$ cat config.mk
export PLATFORM = sky130hd
export DESIGN_NAME = xcore_ram_arb_flat
export DESIGN_NICKNAME = d
export VERILOG_FILES = /design/src/rtl/xcore_ram_arb_if.sv /design/src/rtl/xcore_ram_arb.sv /design/src/flat_wrapper.sv
export SDC_FILE = /design/constraint.sdc
export NUM_CORES = 1
export LEC_CHECK = 0
export BUFFER_PORTS_ARGS = -buffer_cell sky130_fd_sc_hd__buf_2
export CORE_ASPECT_RATIO = 0.6
export CORE_MARGIN = 1
export CORE_UTILIZATION = 41
export CTS_BUF_LIST = sky130_fd_sc_hd__clkbuf_2
export DETAILED_ROUTE_END_ITERATION = 8
export PLACE_DENSITY = 0.83
export SYNTH_ARGS = -nofsm -noshare
export SYNTH_HDL_FRONTEND = slang
export SYNTH_SLANG_ARGS = --single-unit
$ cat constraint.sdc
create_clock -name clk -period 1.9 [get_ports clk]
set_input_delay 0 -clock clk [delete_from_list [all_inputs] [get_ports clk]]
set_output_delay 0 -clock clk [all_outputs]
set_load 0.02 [all_outputs]
$ cat src/rtl/xcore_ram_arb_if.sv
// ----------------------------------------------------------------------------
// xcore_ram_arb_if
//   One requester channel of the Xcore RAM arbiter: a request half
//   (valid/ready plus address, write flag, byte mask and write data) and a
//   buffered read-response half (valid/ready plus read data).
//
//   modport master : the requester (fetch unit, load/store unit, bench)
//   modport slave  : the arbiter side
//
//   req_valid  master->slave  request valid
//   req_ready  slave->master  request accepted this cycle (the grant)
//   req_addr   master->slave  word address
//   req_wen    master->slave  1 = write, 0 = read
//   req_wem    master->slave  byte write mask (ignored on reads)
//   req_wdata  master->slave  write data
//   rsp_valid  slave->master  read data available
//   rsp_ready  master->slave  requester consumes the response
//   rsp_rdata  slave->master  read data
// ----------------------------------------------------------------------------
interface xcore_ram_arb_if #(
    parameter int AW = 10,
    parameter int DW = 16,
    parameter int MW = 2
) ();
    logic          req_valid;
    logic          req_ready;
    logic [AW-1:0] req_addr;
    logic          req_wen;
    logic [MW-1:0] req_wem;
    logic [DW-1:0] req_wdata;
    logic          rsp_valid;
    logic          rsp_ready;
    logic [DW-1:0] rsp_rdata;

    modport master (
        output req_valid, req_addr, req_wen, req_wem, req_wdata, rsp_ready,
        input  req_ready, rsp_valid, rsp_rdata
    );

    modport slave (
        input  req_valid, req_addr, req_wen, req_wem, req_wdata, rsp_ready,
        output req_ready, rsp_valid, rsp_rdata
    );
endinterface

$ cat src/rtl/xcore_ram_arb.sv
// ----------------------------------------------------------------------------
// xcore_ram_arb
//   Two-port round-robin arbiter and sequencer in front of a single-port
//   Xcore simulation RAM with a one-cycle registered read. At most one
//   access is granted per cycle; each requester gets a one-entry buffered
//   read response with valid/ready backpressure.
//
//   clk       in   clock, all state updates on the rising edge
//   rst       in   asynchronous active-high reset
//   m0, m1    slave channels (see xcore_ram_arb_if)
//   ram_cs    out  RAM chip select (any grant)
//   ram_wen   out  RAM write enable
//   ram_wem   out  RAM byte mask
//   ram_addr  out  RAM word address
//   ram_din   out  RAM write data
//   ram_dout  in   RAM read data, valid the cycle after a read is selected
// ----------------------------------------------------------------------------
module xcore_ram_arb #(
    parameter int AW = 10,
    parameter int DW = 16,
    parameter int MW = 2
) (
    input  logic                clk,
    input  logic                rst,
    xcore_ram_arb_if.slave      m0,
    xcore_ram_arb_if.slave      m1,
    output logic                ram_cs,
    output logic                ram_wen,
    output logic [MW-1:0]       ram_wem,
    output logic [AW-1:0]       ram_addr,
    output logic [DW-1:0]       ram_din,
    input  logic [DW-1:0]       ram_dout
);

    // last_grant = 1 means master 1 won the most recent granted cycle
    logic          last_grant;
    logic          rd_inflight_0;
    logic          rd_inflight_1;
    logic          rsp_valid_0;
    logic          rsp_valid_1;
    logic [DW-1:0] rsp_rdata_0;
    logic [DW-1:0] rsp_rdata_1;

    logic          blocked_0;
    logic          blocked_1;
    logic          elig_0;
    logic          elig_1;
    logic          grant_0;
    logic          grant_1;

    // A read may only issue when the response buffer is guaranteed free by
    // the capture edge: nothing in flight and any held response is being
    // consumed this cycle. Writes produce no response and are never blocked.
    always_comb begin
        blocked_0 = rd_inflight_0 | (rsp_valid_0 & ~m0.rsp_ready);
        blocked_1 = rd_inflight_1 | (rsp_valid_1 & ~m1.rsp_ready);
        elig_0    = m0.req_valid & ~(~m0.req_wen & blocked_0);
        elig_1    = m1.req_valid & ~(~m1.req_wen & blocked_1);
        grant_0   = 1'b0;
        grant_1   = 1'b0;
        if (!rst) begin
            if (elig_0 && elig_1) begin
                // tie: the master not granted last time wins
                grant_0 = last_grant;
                grant_1 = ~last_grant;
            end else begin
                grant_0 = elig_0;
                grant_1 = elig_1;
            end
        end
    end

    // RAM port mux; the byte mask is only driven for writes
    always_comb begin
        ram_cs   = grant_0 | grant_1;
        ram_wen  = 1'b0;
        ram_wem  = '0;
        ram_addr = m0.req_addr;
        ram_din  = m0.req_wdata;
        if (grant_1) begin
            ram_wen  = m1.req_wen;
            ram_wem  = m1.req_wen ? m1.req_wem : '0;
            ram_addr = m1.req_addr;
            ram_din  = m1.req_wdata;
        end else if (grant_0) begin
            ram_wen  = m0.req_wen;
            ram_wem  = m0.req_wen ? m0.req_wem : '0;
            ram_addr = m0.req_addr;
            ram_din  = m0.req_wdata;
        end
    end

    always_ff @(posedge clk or posedge rst) begin
        if (rst) begin
            last_grant    <= 1'b1;
            rd_inflight_0 <= 1'b0;
            rd_inflight_1 <= 1'b0;
            rsp_valid_0   <= 1'b0;
            rsp_valid_1   <= 1'b0;
            rsp_rdata_0   <= '0;
            rsp_rdata_1   <= '0;
        end else begin
            if (grant_0 | grant_1) begin
                last_grant <= grant_1;
            end
            // in-flight marks the cycle in which ram_dout carries our data
            rd_inflight_0 <= grant_0 & ~m0.req_wen;
            rd_inflight_1 <= grant_1 & ~m1.req_wen;

            // a capture wins over a same-edge consume so a back-to-back
            // read is never lost
            if (rd_inflight_0) begin
                rsp_valid_0 <= 1'b1;
                rsp_rdata_0 <= ram_dout;
            end else if (rsp_valid_0 && m0.rsp_ready) begin
                rsp_valid_0 <= 1'b0;
            end

            if (rd_inflight_1) begin
                rsp_valid_1 <= 1'b1;
                rsp_rdata_1 <= ram_dout;
            end else if (rsp_valid_1 && m1.rsp_ready) begin
                rsp_valid_1 <= 1'b0;
            end
        end
    end

    assign m0.req_ready = grant_0;
    assign m1.req_ready = grant_1;
    assign m0.rsp_valid = rsp_valid_0;
    assign m1.rsp_valid = rsp_valid_1;
    assign m0.rsp_rdata = rsp_rdata_0;
    assign m1.rsp_rdata = rsp_rdata_1;

endmodule
$ cat src/flat_wrapper.sv
// flat-port wrapper written by rule: the top's interface ports become plain ports
module xcore_ram_arb_flat 
#(
    parameter int AW = 10,
    parameter int DW = 16,
    parameter int MW = 2
)
  (clk, rst, ram_cs, ram_wen, ram_wem, ram_addr, ram_din, ram_dout, m0_req_valid, m0_req_addr, m0_req_wen, m0_req_wem, m0_req_wdata, m0_rsp_ready, m0_req_ready, m0_rsp_valid, m0_rsp_rdata, m1_req_valid, m1_req_addr, m1_req_wen, m1_req_wem, m1_req_wdata, m1_rsp_ready, m1_req_ready, m1_rsp_valid, m1_rsp_rdata);
  xcore_ram_arb_if #(.AW(AW), .DW(DW), .MW(MW)) m0_i ();
  xcore_ram_arb_if #(.AW(AW), .DW(DW), .MW(MW)) m1_i ();
  input  logic clk;
  input  logic rst;
  output logic ram_cs;
  output logic ram_wen;
  output logic [MW-1:0] ram_wem;
  output logic [AW-1:0] ram_addr;
  output logic [DW-1:0] ram_din;
  input  logic [DW-1:0] ram_dout;
  input wire logic [$bits(m0_i.req_valid)-1:0] m0_req_valid;
  input wire logic [$bits(m0_i.req_addr)-1:0] m0_req_addr;
  input wire logic [$bits(m0_i.req_wen)-1:0] m0_req_wen;
  input wire logic [$bits(m0_i.req_wem)-1:0] m0_req_wem;
  input wire logic [$bits(m0_i.req_wdata)-1:0] m0_req_wdata;
  input wire logic [$bits(m0_i.rsp_ready)-1:0] m0_rsp_ready;
  output wire logic [$bits(m0_i.req_ready)-1:0] m0_req_ready;
  output wire logic [$bits(m0_i.rsp_valid)-1:0] m0_rsp_valid;
  output wire logic [$bits(m0_i.rsp_rdata)-1:0] m0_rsp_rdata;
  input wire logic [$bits(m1_i.req_valid)-1:0] m1_req_valid;
  input wire logic [$bits(m1_i.req_addr)-1:0] m1_req_addr;
  input wire logic [$bits(m1_i.req_wen)-1:0] m1_req_wen;
  input wire logic [$bits(m1_i.req_wem)-1:0] m1_req_wem;
  input wire logic [$bits(m1_i.req_wdata)-1:0] m1_req_wdata;
  input wire logic [$bits(m1_i.rsp_ready)-1:0] m1_rsp_ready;
  output wire logic [$bits(m1_i.req_ready)-1:0] m1_req_ready;
  output wire logic [$bits(m1_i.rsp_valid)-1:0] m1_rsp_valid;
  output wire logic [$bits(m1_i.rsp_rdata)-1:0] m1_rsp_rdata;
  assign m0_i.req_valid = m0_req_valid;
  assign m0_i.req_addr = m0_req_addr;
  assign m0_i.req_wen = m0_req_wen;
  assign m0_i.req_wem = m0_req_wem;
  assign m0_i.req_wdata = m0_req_wdata;
  assign m0_i.rsp_ready = m0_rsp_ready;
  assign m0_req_ready = m0_i.req_ready;
  assign m0_rsp_valid = m0_i.rsp_valid;
  assign m0_rsp_rdata = m0_i.rsp_rdata;
  assign m1_i.req_valid = m1_req_valid;
  assign m1_i.req_addr = m1_req_addr;
  assign m1_i.req_wen = m1_req_wen;
  assign m1_i.req_wem = m1_req_wem;
  assign m1_i.req_wdata = m1_req_wdata;
  assign m1_i.rsp_ready = m1_rsp_ready;
  assign m1_req_ready = m1_i.req_ready;
  assign m1_rsp_valid = m1_i.rsp_valid;
  assign m1_rsp_rdata = m1_i.rsp_rdata;
  xcore_ram_arb #(.AW(AW), .DW(DW), .MW(MW)) u_core (.clk(clk), .rst(rst), .m0(m0_i), .m1(m1_i), .ram_cs(ram_cs), .ram_wen(ram_wen), .ram_wem(ram_wem), .ram_addr(ram_addr), .ram_din(ram_din), .ram_dout(ram_dout));
endmodule
Yosys cells after proc, flatten, opt, wreduce, memory -nomap -nowiden
Cells that the tools add are included.
{"block": "totals", "regBits": 37, "in_bits": 80, "out_inout_bits": 66, "elab_cells": 46}
{"block": "op_classes", "mux": 16, "bitwise": 18, "n_reduce_logical": 5}
{"operator": "two-way mux 16 bit", "n": 1}
{"operator": "two-way mux 1 bit", "n": 10}
{"operator": "two-way mux 10 bit", "n": 1}
{"operator": "bitwise AND 1 bit", "n": 8}
{"operator": "two-way mux 2 bit", "n": 4}
{"operator": "NOT 1 bit", "n": 7}
{"operator": "nonzero test 2 bit", "n": 2}
{"operator": "logical AND 1 bit", "n": 3}
{"operator": "OR 1 bit", "n": 3}

Depth between registers and ports, before layout
Gate-level depths: netlist of run 1.
{"block": "depth", "depth_word": 11, "ltp_mapped": 7, "ltp_nobuf": 4}

Worst setup path after synthesis of run 1
No wires, ideal clock.
{"block": "synth_path", "kind": "register to output", "start": "reg u_core.rsp_valid_0, in the netlist u_core.m0.rsp_valid", "end": "out ram_wem[0]", "t_arrival_ns": 1.702, "required_time_ns": 1.900, "setup_slack_ns": 0.198, "path_stages_with_launch": 7, "n_path_buf": 2, "path_cell_list": "dfrtp_1 nor2b_1 o21ai_1 a311o_1 buf_6 buf_6 o22ai_1"}
{"block": "synth_via", "elab_chain_len": 10, "elab_cells_between_ends": 12, "cone_classes": "mux: 6; bitwise: 5; reduce/logical: 1"}
{"element": "start: declaration", "line_no": "xcore_ram_arb.sv:39", "text": "logic rsp_valid_0;"}
{"element": "start signal: assignment", "line_no": "xcore_ram_arb.sv:98", "text": "rsp_valid_0 <= 1'b0;"}
{"element": "start signal: assignment", "line_no": "xcore_ram_arb.sv:113", "text": "rsp_valid_0 <= 1'b1;"}
{"element": "start signal: assignment", "line_no": "xcore_ram_arb.sv:116", "text": "rsp_valid_0 <= 1'b0;"}
{"element": "bitwise AND 1 bit (*)", "line_no": "xcore_ram_arb.sv:55", "text": "blocked_0 = rd_inflight_0 | (rsp_valid_0 & ~m0.rsp_ready);"}
{"element": "OR 1 bit (*)", "line_no": "xcore_ram_arb.sv:55"}
{"element": "bitwise AND 1 bit (*)", "line_no": "xcore_ram_arb.sv:57", "text": "elig_0 = m0.req_valid & ~(~m0.req_wen & blocked_0);"}
{"element": "NOT 1 bit (*)", "line_no": "xcore_ram_arb.sv:57"}
{"element": "bitwise AND 1 bit (*)", "line_no": "xcore_ram_arb.sv:57"}
{"element": "logical AND 1 bit", "line_no": "xcore_ram_arb.sv:62", "text": "if (elig_0 && elig_1) begin"}
{"element": "two-way mux 1 bit", "line_no": "xcore_ram_arb.sv:62"}
{"element": "two-way mux 1 bit", "line_no": "xcore_ram_arb.sv:61", "text": "if (!rst) begin"}
{"element": "two-way mux 2 bit", "line_no": "xcore_ram_arb.sv:85", "text": "end else if (grant_0) begin"}
{"element": "two-way mux 2 bit (*)", "line_no": "xcore_ram_arb.sv:80", "text": "if (grant_1) begin"}
{"element": "end: declaration", "line_no": "flat_wrapper.sv:15", "text": "output logic [MW-1:0] ram_wem;"}
Every way passes the cells marked *; elsewhere a longest branch is shown, timed or not.

Final worst setup path of run 1
{"block": "layout_path", "start": "reg u_core.rd_inflight_1", "end": "out ram_addr[8]"}
{"block": "layout_via", "elab_chain_len": 8}
{"element": "start: declaration", "line_no": "xcore_ram_arb.sv:38", "text": "logic rd_inflight_1;"}
{"element": "start signal: assignment", "line_no": "xcore_ram_arb.sv:108", "text": "rd_inflight_1 <= grant_1 & ~m1.req_wen;"}
{"element": "OR 1 bit (*)", "line_no": "xcore_ram_arb.sv:56", "text": "blocked_1 = rd_inflight_1 | (rsp_valid_1 & ~m1.rsp_ready);"}
{"element": "bitwise AND 1 bit (*)", "line_no": "xcore_ram_arb.sv:58", "text": "elig_1 = m1.req_valid & ~(~m1.req_wen & blocked_1);"}
{"element": "NOT 1 bit (*)", "line_no": "xcore_ram_arb.sv:58"}
{"element": "bitwise AND 1 bit (*)", "line_no": "xcore_ram_arb.sv:58"}
{"element": "logical AND 1 bit", "line_no": "xcore_ram_arb.sv:62"}
{"element": "two-way mux 1 bit (*)", "line_no": "xcore_ram_arb.sv:62"}
{"element": "two-way mux 1 bit (*)", "line_no": "xcore_ram_arb.sv:61"}
{"element": "two-way mux 10 bit (*)", "line_no": "xcore_ram_arb.sv:80"}
{"element": "end: declaration", "line_no": "flat_wrapper.sv:16", "text": "output logic [AW-1:0] ram_addr;"}
Marked as above.

==> results of run 1 <==
-- how the worst max path moves through the flow --
stage,to,slack [ns],depth (start not counted)
final,ram_addr[8],-0.22,6
after global routing,ram_addr[8],-0.34,6
after CTS,ram_addr[8],-0.21,6
after detailed placement,ram_addr[3],0.16,6
after global placement,ram_addr[2],0.16,6
after floorplan,ram_wem[0],0.20,6
-- Yosys cell counts, drive strengths merged --
cell / number
mux2: 58
dfrtp: 36
buf: 8
inv: 7
nand2: 5
o22ai: 3
nor2: 2
o21ai: 2
a311o: 1
and3: 1
dfstp: 1
nand2b: 1
nor2b: 1
o2111ai: 1
o21bai: 1
o311ai: 1
or2: 1
-- worst max-delay path: stages (launching register included) --
cell and delay [ns]:
dfrtp_1 0.42, nand2b_1 0.12, o311ai_4 0.12, a311o_2 0.43, buf_12 0.19, mux2_4 0.31
buf_4 0.16
-- area by class of cell --
class,count,area share [%]
clock buffers,6,0.946
well taps,60,2.37
flip-flops and latches,37,29.2
repair buffers,177,37.2
inverters,7,0.828
multi-input cells,78,28.3
clock inverters,2,1.06
-- through the flow --
| stage | cell area, sq um | TNS, ns | hold WS [ns] | utilization [%] | instances |
|---|---|---|---|---|---|
| after detailed placement | 2660 | 0 | 0.183 | 62.5 | 332 |
| after global routing | 3170 | -9.04 | 0.252 | 74.6 | 367 |
| after floorplan | 1890 | 0 | 0.0664 | - | 130 |
| after CTS | 3060 | -5.22 | 0.218 | 71.9 | 367 |
| after global placement | 2660 | 0 | 0.169 | 62.5 | 332 |
| final | 3170 | -5.30 | 0.273 | 74.6 | 367 |
-- registers in the layout, indices dropped and copies added (netlist names) --
register and flops:
u_core.rd_inflight_1 1, u_core.last_grant 1, u_core.m1.rsp_valid 1, u_core.m0.rsp_rdata 16, u_core.m0.rsp_valid 1, u_core.rd_inflight_0 1
u_core.m1.rsp_rdata 16
-- cell families (layout without fill, tap and decap cells) --
group | count (synthesis) | in the layout | synth area share (%)
AO/OA/AOI/OAI | 9 | 9 | 3.38
flip-flops | 37 | 37 | 49.1
AND/OR/NAND/NOR | 11 | 11 | 2.72
buffers and inverters | 15 | 192 | 5.63
multiplexers | 58 | 58 | 39.2
-- power by group --
| group | internal (mW) | switching, mW | total [mW] |
|---|---|---|---|
| Combinational | 0.563 | 0.618 | 1.18 |
| Clock | 0.225 | 0.240 | 0.465 |
| Sequential | 0.986 | 0.100 | 1.09 |
-- metal layers --
| layer | track usage, % | vias to the layer above |
|---|---|---|
| li1 | - | 813 |
| met3 | 6.18 | 9 |
| met2 | 42.0 | 77 |
| met4 | 5.03 | 0 |
| met1 | 28.2 | 833 |
| met5 | 0 | - |
-- repair_timing --
item | 4_1_cts | 5_1_grt
endpoints found under the setup margin | 31 | 32
pin swaps | 2 | 1
resized for setup | 23 | 32
cloned | 0 | 0
hold buffers | 22 | 0
buffers inserted | 5 | 0
hold endpoints to repair | 73 | 0
==> out/metrics.yaml, run 1 <==
run_status:
  status: "complete, but fails checks"
  violations: "setup timing"
die:
  die_x_um: 89.6
  io_pins: 146
  row_count: 18
  initial_core_util_pct: 44.4
  die_h_um: 54.6
  die_area_sq_um: 4890
  core_area_sq_um: 4260
worst_hold_path:
  min_path_cells: 6
  min_to: "u_core.rd_inflight_1"
  hold_class: "primary input to flop"
  hold_start: "m1_req_valid"
drt:
  wl_met3_um: 330
  top_layer: "met4"
  routedWlPerCell_um: 16.3
  wl_met2_um: 3180
  drc: 0
  first_iter_violations: 25
  drtAntennaViolNets: 0
  wl_met1_um: 2410
  wl_um: 5980
  dr.pass1.iters: 4
  num_vias: 1732
  avgViaCountPerCell: 4.72
final_layout:
  nets: 386
  multi_input_area_sq_um: 900
  final_common_cell: "buf_2"
  drive_above_1_share_pct: 74.3
  seq_area_sq_um: 927
  syn_to_final_growth_pct: 68.1
  final_cell_mix: "buf_2 (120), dfrtp_1 (36), mux2_2 (35)"
  diodes: 0
  fill_cells: 303
sta:
  fin_skew_ns: 0.0252
  hold_viol_final: 0
  drv_slew: 0
  grt_setup_unrepaired: "yes"
  fin_crit_ns: 2.12
  finalSetupViolCount: 29
  fin_crit_sh_pct: 112
  setup_slack_ns: -0.220
  worst_slew_pin_slew_ns: 0.465
  max_freq_ghz: 0.472
  max_slew_margin_pct: 69.0
cts:
  insertion_delay_ns: 0.36
  clk_pin_slew_worst_paths_ns: 0.19
  max-clock-path-buffers: 2
  cts_tree: "yes"
  numCtsBuffers: 5
  h-tree-depth: 2
  clock-root-buffer: "clkbuf_2"
  cts_sinks: 37
yosys:
  syn_inst: 130
  syn_nets: 210
  synth.top_cell.area_share_pct: 47.7
  synth.largest_area_cell: "dfrtp_1"
  synth_area_leaders: "dfrtp_1 (48%), mux2_2 (21%), mux2_4 (18%), buf_12 (2.1%), dfstp_2 (1.4%)"
  netlist_area_sq_um: 1890
  ys.warnings.count: 0
  ys_types: 22
  ys_seq_area_share_pct: 49.1
  syn_area_per_cell_sq_um: 14.5
  synth-seq-cells: 37
placement:
  place.gp.congestion: 0.741
  dp_hpwl_um: 4140
  portBuffers: 145
  pre_cts_slack_ns: 0.160
critical_path:
  cp_data_required_time_ns: 1.90
  end_kind: "output pin"
  rr_endpoint: "u_core.last_grant"
  cp_max_fo: 23
  ff2ff_path_depth: 6
  startpoint_type: "flop"
  crit_start: "u_core.rd_inflight_1"
  path_class: "flop to output pin"
  arrival_ns: 2.12
  r2r_start: "u_core.rd_inflight_1"
  reg2reg_slack_ns: 0.40
global_route:
  grt_pass1_vias: 1670
  grt_max_degree: 39
  grt_usage_pct: 23.2
  antenna_found_initial: 0
  grt_overflow: 0
  grt_pass1_wl_um: 8030
pwr:
  power_mw: 2.73
  leakage_nw: 1.70
  power_density_nw_per_um2: 860
  vdd_ir_drop_max_mv: 0.555
job:
  cap_violations: 0
Power figures use the tool's default switching activity.
==> inputs of run 2 (changes only) <==
ABC_AREA = 1   (was unset)
CORE_UTILIZATION = 42   (was 41)
==> out/metrics.yaml, run 2 <==
run_status:
  status: "finished, final reports clean"
yosys:
  synth_area_leaders: "dfrtp_1 (45%), nand2_1 (30%), nand3_2 (5.5%), nand3_1 (5.3%), buf_6 (2.8%)"
  synth_edf_count: 0  # unchanged
  ys_types: 18  # -18%
  netlist_area_sq_um: 2000  # +5.9%
  syn_nets: 349  # +66%
  yosysMostFrequentCell: "nand2_1"
  syn_area_per_cell_sq_um: 7.43  # -49%
  synth_flop_cell: "dfrtp_1"
  netlist_top_cells_count: "nand2_1 (161), dfrtp_1 (36), nand3_1 (21), nand3_2 (11), inv_1 (10)"
  syn_inst: 269  # +110%
  synth.top_cell.area_share_pct: 45.1  # -2.7 points
  ys_seq_area_share_pct: 46.4  # -2.7 points
  ys.warnings.count: 0  # unchanged
  synth-seq-cells: 37  # unchanged
  async_reset_ff_share_pct: 100  # unchanged
  synth.largest_area_cell: "dfrtp_1"
sta:
  hold_viol_final: 0  # unchanged
  max_slew_margin_pct: 64.4  # -4.6 points
  worst_slew_pin_slew_ns: 0.533  # +0.0677 ns
  fin_crit_sh_pct: 93.9  # -18 points
  finalSetupViolCount: 0  # -100%
  max_freq_ghz: 0.560  # +19%
  drv_slew: 0  # unchanged
  grt_setup_unrepaired: "yes"
  setup_slack_ns: 0.116  # +0.335 ns
  fin_crit_ns: 1.78  # -0.335 ns
  fin_skew_ns: 0.0100  # -0.0152 ns
cts:
  cts_tree: "yes"
  max-clock-path-buffers: 2  # unchanged
  numCtsBuffers: 5  # unchanged
  cts_sinks: 37  # unchanged
  clock-root-buffer: "clkbuf_2"
  insertion_delay_ns: 0.37  # about the same
  h-tree-depth: 2  # unchanged
  clk_pin_slew_worst_paths_ns: 0.19  # about the same
critical_path:
  arrival_ns: 1.78  # -0.34 ns
  startpoint_type: "flop"
  cp_max_fo: 14  # -39%
  path_class: "flop to output pin"
  end_kind: "output pin"
  cp_data_required_time_ns: 1.90  # about the same
die:
  initial_core_util_pct: 43.8  # -0.55 points
  die_x_um: 91.1  # +1.6%
  core_area_sq_um: 4560  # +7.2%
  die_area_sq_um: 5050  # +3.3%
  row_count: 19  # +1
  io_pins: 146  # unchanged
  die_h_um: 55.4  # +1.6%
drt:
  dr.pass1.iters: 4  # unchanged
  wl_um: 5940  # -0.64%
  wl_met1_um: 2700  # +12%
  num_vias: 2290  # +32%
  first_iter_violations: 90  # +260%
  wl_met2_um: 2830  # -11%
  top_layer: "met4"
  routedWlPerCell_um: 11.7  # -28%
  drtAntennaViolNets: 0  # unchanged
  drc: 0  # unchanged
  avgViaCountPerCell: 4.53  # -4.1%
  wl_met3_um: 349  # +5.8%
pwr:
  vdd_ir_drop_max_mv: 0.492  # -11%
  leakage_nw: 1.94  # +14%
  power_mw: 2.62  # -4.0%
  power_density_nw_per_um2: 832  # -3.3%
final_layout:
  final_common_cell: "nand2_1"
  final_cell_mix: "nand2_1 (159), buf_2 (144), dfrtp_1 (36)"
  drive_above_1_share_pct: 42.4  # -32 points
  diodes: 0  # unchanged
  nets: 522  # +35%
  syn_to_final_growth_pct: 57.6
  fill_cells: 402  # +33%
placement:
  pre_cts_slack_ns: 0.420  # +0.259 ns
  portBuffers: 145  # unchanged
  place.gp.congestion: 0.803  # +8.3%
  dp_hpwl_um: 4320  # +4.4%
global_route:
  grt_max_degree: 30  # -23%
  grt_overflow: 0  # unchanged
  antenna_found_initial: 0  # unchanged
  grt_pass1_wl_um: 9730  # +21%
  grt_usage_pct: 24.6  # +1.4 points
  grt_pass1_vias: 2058  # +23%
worst_hold_path:
  hold_class: "primary input to flop"
job:
  cap_violations: 0  # unchanged
run 2: what timing repair did:
item	CTS	global route
hold buffers	23	0
endpoints found under the hold margin	48	0
pin swaps	0	1
gates resized for setup	2	14
endpoints found under the setup margin	26	32
gates cloned	0	1
setup buffers	0	4
run 2: worst max-delay path, cell delays in order (launching register included):
cell and delay (ns):
dfrtp_1 0.42, nand2_2 0.08, nand2_4 0.05, nand2_4 0.06, nand2_2 0.06, nor2_4 0.18, nand2_4 0.10, clkbuf_16 0.18
nand2_1 0.06, nand2_1 0.05, buf_2 0.15
run 2: path summary, 6_finish.rpt:
path,startpoint,to,slack (ns),depth (start not counted)
max in group asynchronous,rst,u_core.m1.rsp_rdata[5],1.04,4
setup / recovery,u_core.m1.rsp_valid,ram_din[8],0.12,10
min in group asynchronous,rst,u_core.m1.rsp_rdata[11],0.23,3
hold / removal,m1_req_valid,u_core.rd_inflight_0,0.11,4
hold reg to reg,u_core.m0.rsp_rdata[0],u_core.m0.rsp_rdata[0],0.49,2
setup reg to reg,u_core.m1.rsp_valid,u_core.rd_inflight_1,0.13,9
run 2: kinds of logic after synthesis:
family          count (synthesis)  synth area share [%]
simple gates                  204                  44.9
flops                          37                  46.4
buf+inv                        27                  8.45
compound gates                  1                 0.250
run 2: power by group:
group | total, mW | switching [mW] | leakage [nW] | internal (mW)
Combinational | 1.08 | 0.675 | 1.44 | 0.402
Clock | 0.475 | 0.250 | 0.0406 | 0.225
Sequential | 1.07 | 0.101 | 0.455 | 0.970
run 2: area by class of cell:
class / instances / area (sq um) / share of cell area [%]
multi-input combinational: 205 / 916 / 29.1
tap: 63 / 78.8 / 2.50
clock buffer: 6 / 30.0 / 0.953
timing repair buffer: 181 / 1110 / 35.3
clock inverter: 2 / 33.8 / 1.07
sequential: 37 / 927 / 29.4
inverter: 12 / 55.1 / 1.75
run 2: stage by stage:
| step | util [%] | setup TNS (ns) | cells | instance area, sq um | hold slack (ns) |
|---|---|---|---|---|---|
| after floorplan | - | 0 | 269 | 2000 | 0.0664 |
| after global placement | 60.2 | 0 | 470 | 2750 | 0.0942 |
| after detailed placement | 60.2 | 0 | 470 | 2750 | 0.0995 |
| after CTS | 66.8 | 0 | 501 | 3050 | 0.0115 |
| after global routing | 69.1 | -0.671 | 506 | 3150 | 0.0962 |
| final | 69.1 | 0 | 506 | 3150 | 0.112 |
run 2: routing by layer:
metal / global-route usage [%] / vias to the layer above
met5: 0 / -
met4: 6.58 / 0
met3: 6.47 / 9
met2: 39.7 / 77
met1: 33.2 / 1037
li1: - / 1167
